$ cat src/rtl/comparador_pkg.sv
// Shared state encodings and sizing helper for the level supervisor.
package comparador_pkg;

   localparam logic [1:0] EST_ABAIXO = 2'b00;
   localparam logic [1:0] EST_DENTRO = 2'b01;
   localparam logic [1:0] EST_ACIMA  = 2'b10;

   // Bits needed to hold values 0..v-1 (minimum 1).
   function automatic int clog2(input int v);
      int r;
      r = 0;
      while ((1 << r) < v) r++;
      return (r < 1) ? 1 : r;
   endfunction

endpackage

$ cat src/rtl/comparador_n.sv
// Unsigned magnitude comparator over WIDTH+1-bit operands, purely combinational.
module comparador_n #(
   parameter int WIDTH = 4
) (
   input  logic [WIDTH:0] a,
   input  logic [WIDTH:0] b,
   output logic           aeqb,
   output logic           agtb,
   output logic           altb
);

   assign aeqb = (a == b);
   assign agtb = (a > b);
   assign altb = (a < b);

endmodule

$ cat src/rtl/comparador_histerese.sv
// Level supervisor: classifies samples against low/high limits with hysteresis
// and debounce; estado, level flags, change pulse and config error are registered.
module comparador_histerese
   import comparador_pkg::*;
#(
   parameter int WIDTH = 4,
   parameter int HYST  = 1,
   parameter int DEB   = 3
) (
   input  logic             clk,
   input  logic             reset,
   input  logic             amostra_valida,
   input  logic [WIDTH-1:0] a,
   input  logic [WIDTH-1:0] lim_baixo,
   input  logic [WIDTH-1:0] lim_alto,
   output logic [1:0]       estado,
   output logic             nivel_baixo,
   output logic             nivel_alto,
   output logic             mudou,
   output logic             cfg_erro
);

   localparam int CW = clog2(DEB + 1);
   localparam logic [WIDTH:0] HYST_X = (WIDTH + 1)'(HYST);

   logic [WIDTH:0] a_x, lb_x, la_x, lbh_x, ah_x;
   logic [4:0]     cmp_eq, cmp_gt, cmp_lt;

   // One extra bit keeps lim_baixo+HYST and a+HYST from wrapping.
   assign a_x   = {1'b0, a};
   assign lb_x  = {1'b0, lim_baixo};
   assign la_x  = {1'b0, lim_alto};
   assign lbh_x = lb_x + HYST_X;
   assign ah_x  = a_x + HYST_X;

   comparador_n #(.WIDTH(WIDTH)) u_a_lb  (.a(a_x),  .b(lb_x),  .aeqb(cmp_eq[0]), .agtb(cmp_gt[0]), .altb(cmp_lt[0]));
   comparador_n #(.WIDTH(WIDTH)) u_a_la  (.a(a_x),  .b(la_x),  .aeqb(cmp_eq[1]), .agtb(cmp_gt[1]), .altb(cmp_lt[1]));
   comparador_n #(.WIDTH(WIDTH)) u_a_lbh (.a(a_x),  .b(lbh_x), .aeqb(cmp_eq[2]), .agtb(cmp_gt[2]), .altb(cmp_lt[2]));
   comparador_n #(.WIDTH(WIDTH)) u_ah_la (.a(ah_x), .b(la_x),  .aeqb(cmp_eq[3]), .agtb(cmp_gt[3]), .altb(cmp_lt[3]));
   comparador_n #(.WIDTH(WIDTH)) u_lb_la (.a(lb_x), .b(la_x),  .aeqb(cmp_eq[4]), .agtb(cmp_gt[4]), .altb(cmp_lt[4]));

   logic a_lt_baixo, a_gt_alto, a_sai_baixo, a_sai_alto, cfg_bad;
   logic unused_cmp;

   assign a_lt_baixo  = cmp_lt[0];
   assign a_gt_alto   = cmp_gt[1];
   assign a_sai_baixo = cmp_gt[2] | cmp_eq[2];
   assign a_sai_alto  = cmp_lt[3] | cmp_eq[3];
   assign cfg_bad     = cmp_gt[4];
   assign unused_cmp  = ^{cmp_eq[0], cmp_gt[0], cmp_eq[1], cmp_lt[1],
                          cmp_lt[2], cmp_gt[3], cmp_eq[4], cmp_lt[4]};

   logic [1:0]    estado_q, estado_d;
   logic [1:0]    cand_q, cand_d;
   logic [CW-1:0] cnt_q, cnt_d, cnt_step;
   logic          nivel_baixo_q, nivel_baixo_d;
   logic          nivel_alto_q, nivel_alto_d;
   logic          mudou_q, mudou_d;
   logic          cfg_erro_q, cfg_erro_d;
   logic [1:0]    req;

   always_comb begin
      req = estado_q;
      case (estado_q)
         EST_ABAIXO: begin
            if (a_gt_alto)        req = EST_ACIMA;
            else if (a_sai_baixo) req = EST_DENTRO;
            else                  req = EST_ABAIXO;
         end
         EST_ACIMA: begin
            if (a_lt_baixo)       req = EST_ABAIXO;
            else if (a_sai_alto)  req = EST_DENTRO;
            else                  req = EST_ACIMA;
         end
         default: begin
            if (a_lt_baixo)       req = EST_ABAIXO;
            else if (a_gt_alto)   req = EST_ACIMA;
            else                  req = EST_DENTRO;
         end
      endcase
   end

   always_comb begin
      estado_d = estado_q;
      cand_d   = cand_q;
      cnt_d    = cnt_q;
      cnt_step = cnt_q;
      mudou_d  = 1'b0;
      // Invalid limits freeze the state and discard any partial run.
      if (cfg_bad) begin
         cnt_d  = '0;
         cand_d = estado_q;
      end else if (amostra_valida) begin
         if (req == estado_q) begin
            cnt_d = '0;
         end else begin
            if (req == cand_q) begin
               cnt_step = cnt_q + CW'(1);
            end else begin
               cand_d   = req;
               cnt_step = CW'(1);
            end
            if (cnt_step == CW'(DEB)) begin
               estado_d = req;
               cnt_d    = '0;
               mudou_d  = 1'b1;
            end else begin
               cnt_d = cnt_step;
            end
         end
      end
      nivel_baixo_d = (estado_d == EST_ABAIXO);
      nivel_alto_d  = (estado_d == EST_ACIMA);
      cfg_erro_d    = cfg_bad;
   end

   always_ff @(posedge clk or posedge reset) begin
      if (reset) begin
         estado_q      <= EST_DENTRO;
         cand_q        <= EST_DENTRO;
         cnt_q         <= '0;
         nivel_baixo_q <= 1'b0;
         nivel_alto_q  <= 1'b0;
         mudou_q       <= 1'b0;
         cfg_erro_q    <= 1'b0;
      end else begin
         estado_q      <= estado_d;
         cand_q        <= cand_d;
         cnt_q         <= cnt_d;
         nivel_baixo_q <= nivel_baixo_d;
         nivel_alto_q  <= nivel_alto_d;
         mudou_q       <= mudou_d;
         cfg_erro_q    <= cfg_erro_d;
      end
   end

   assign estado      = estado_q;
   assign nivel_baixo = nivel_baixo_q;
   assign nivel_alto  = nivel_alto_q;
   assign mudou       = mudou_q;
   assign cfg_erro    = cfg_erro_q;

endmodule

$ cat config.mk
export PLATFORM = sky130hd
export DESIGN_NAME = comparador_histerese
export DESIGN_NICKNAME = d
export VERILOG_FILES = /design/src/rtl/comparador_pkg.sv /design/src/rtl/comparador_n.sv /design/src/rtl/comparador_histerese.sv
export SDC_FILE = /design/constraint.sdc
export NUM_CORES = 1
export LEC_CHECK = 0
export CAP_MARGIN = 0
export CORE_ASPECT_RATIO = 1.1
export CORE_MARGIN = 1.5
export CORE_UTILIZATION = 58
export DETAILED_ROUTE_END_ITERATION = 12
export PLACE_DENSITY = 0.86
export SYNTH_ARGS = -nofsm -noshare
export SYNTH_HDL_FRONTEND = slang
export SYNTH_SLANG_ARGS = --single-unit
$ cat constraint.sdc
create_clock -name clk -period 4.4 [get_ports clk]
set_clock_uncertainty 0.1 [all_clocks]
set_input_delay 1.1 -clock clk [delete_from_list [all_inputs] [get_ports clk]]
set_output_delay 1.1 -clock clk [all_outputs]
set_load 0.005 [all_outputs]
==> metrics.txt <==
commonest non-fill, non-tap cells in the layout 22 x ha_1, 20 x clkdlybuf4s50_1, 13 x inv_1; post-route ant nets 0; crit path from a[1]; Area growth syn-to-layout 20.5%; routed wl met2 1720 um; worst path required time 4.46 ns; Die ar. 0.00251 mm2; max layer used met4; Synth Warn # 0; CP delay by family, top compound AO/OA/AOI/OAI gates; GPL Wtd Cong 0.942; first-pass GRT wire length 5340 um; Total Wirelength 3130 um; Stages on worst setup path 10; Seq cells post-synth 10; Critical R2R Launch estado[0]; unrepaired setup endpoints after global routing false; Achievable Freq 246 MHz; worst slack at placement 0.0983 ns; distinct cell type count after synthesis 51; minimum clock period 4.06 ns; Synth Area in Adders 0.214; WL met3 121 um; reg2reg path depth 6; status finished clean; syn_area_per_cell 8.58 um2; vias 1,239; antenna violations before repair 0; Routed met1 length 1180 um; Clock Path Buffers 2; Leak 0.732 nW; Post-CTS Resized 0; grt ovf 0; core box area 0.00204 mm2; crit path launch type input pin; Die Span X 47.9 um; largest net degree at the start of global routing 12; worst path bufs/invs 1; Initial Util 0.631; most used cell, CP ha_1; # IOs 21; CTS tree done; mux contribution to synthesized area 0.0165; max-slew violation count 0; Worst VDD drop 0.000144 V; Total GRT Usage 0.300; Fin Setup TNS 0 ns; Synth Area in XOR/XNOR 0.0272; fin crit share 0.922; drt pass-1 iters 4; vias per inst 6.20; pwr dens 268 mW/mm2; max cap viols 0; CTS Root Cell clkbuf_4; overall die height 52.4 um; Reg clk slew, reported paths 0.07 ns; ranking of synthesized cells by area ha_1 21%, dfrtp_1 16%, a21oi_1 4.3%; # DRC 0; worst-path maximum fanout 5; ratio of cells with drive above 1 in the final layout 0.105; final worst slack 0.342 ns; Cell Rows 17; Compound-Gate Fraction of Synth Area 0.239; Final setup violation count 0; wire per inst 15.6 um; Rel. slew slack 0.663; CTS buffer count 3; Clock Latency Late Sink 0.27 ns; clk sink count 10; simple-gate share of the synthesized area 0.252; Hold WS 0.421 ns; post-synthesis sequential area ratio 0.196; Worst-Margin Slew 0.502 ns; Worst Path Arrival 4.12 ns; vias in the first global route 1,227; Port Buf Inserts 20; slowest CP cell clkdlybuf4s50_1; Core Util, Final 0.760; dpl hpwl 2620 um; Syn Nets 187; largest family of logic cells by synthesized area simple AND/OR/NAND/NOR gates; H-tree depth 1; r2r endpoint estado[1]; # diodes 0; top-area cell type share of the netlist area 0.214; worst hold path type register to register; Critical Path End Type register; CTS Hold Bufs 0; Setup Buffers After CTS 0; Iteration-0 DRC Markers 24; CP Class input pin to register; commonest non-fill, non-tap cell in the layout ha_1; reg-to-reg slack, setup 1.94 ns; cell type with the highest aggregate area in the netlist ha_1; Fin. Hold Viols 0; Mapped Cells 150; crit-path max cell delay 0.58 ns; Syn Std Cell Area 0.00129 mm2; crit path to estado[1]; critical-path cell list clkdlybuf4s50_1 -> ha_1 -> ha_1 -> nor2b_2 -> a211oi_1 -> nor3_1 -> a2bb2oi_1 -> a21oi_1 -> nor4_2 -> mux2_2; nets 210
[tightest hold or removal path, stage by stage (launching register included)]
cell     delay (ns)
dfstp_2        0.41
inv_1          0.06
a21oi_1        0.05
[cell type report]
cell class	instances	area [um2]
Tap cell	28	35.0
Sequential cell	10	253
Inverter	13	48.8
Multi-Input combinational cell	123	963
Clock buffer	4	36.3
Fill cell	160	490
Timing Repair Buffer	22	215
[cell usage after synthesis (all sizes together)]
master / number
a32oi: 1
nand2b: 4
dfrtp: 8
o31a: 1
mux2: 1
o31ai: 1
or3: 3
mux2i: 1
a21o: 3
nand2: 7
a211oi: 2
a31oi: 3
o311ai: 1
nor2: 6
dfstp: 2
nor3b: 2
nand3b: 1
o2bb2ai: 1
o211a: 3
xor2: 1
xnor2: 3
clkbuf: 3
inv: 13
buf: 1
nand4: 2
nor4: 3
or2: 2
o211ai: 2
a21oi: 11
nor3: 5
a221o: 1
and3: 3
o41ai: 1
a2bb2oi: 2
a41o: 1
a211o: 1
o21a: 1
nor2b: 5
nor4b: 2
nand3: 4
ha: 22
o21ai: 7
and2: 3
[worst min-delay path by stage]
stage / startpoint / endpoint / slack (ns) / cells after the start
CTS: cand_q[0] / estado[0] / 0.42 / 2
detailed placement: cand_q[0] / estado[0] / 0.41 / 2
finish: cand_q[0] / estado[0] / 0.42 / 2
global placement: cand_q[0] / estado[0] / 0.40 / 2
floorplan: cand_q[0] / estado[0] / 0.37 / 2
global route: cand_q[0] / estado[0] / 0.47 / 2
[kinds of logic after synthesis]
logic type,Yosys count
buf+inv,17
simple gates,52
compound gates,43
xor+xnor,4
flops,10
fa+ha+maj,22
mux,2
[registers in the layout, indices dropped and copies added, names as in the netlist]
name and flops:
cand_q 2, cnt_q 2, estado 2, cfg_erro 1, mudou 1, nivel_alto 1, nivel_baixo 1
[stage by stage]
stage               power [W]  area (um2)  std cells
floorplan            0.000262        1290        150
global route         0.000448        1550        200
finish               0.000415        1550        200
detailed placement   0.000328        1520        196
CTS                  0.000413        1550        200
global placement     0.000319        1520        196
[power breakdown]
part           internal [W]  leakage [nW]  switching, W
clock             0.0000504        0.0210     0.0000348
combinational     0.0000998         0.587      0.000107
sequential         0.000106         0.124     0.0000170
[layer usage]
metal / GRT usage / vias up
met5: 0 / -
met4: 0.149 / 0
met3: 0.0379 / 13
met2: 0.544 / 52
met1: 0.320 / 564
li1: - / 610
Note: power is estimated with default switching activity, not from simulation.
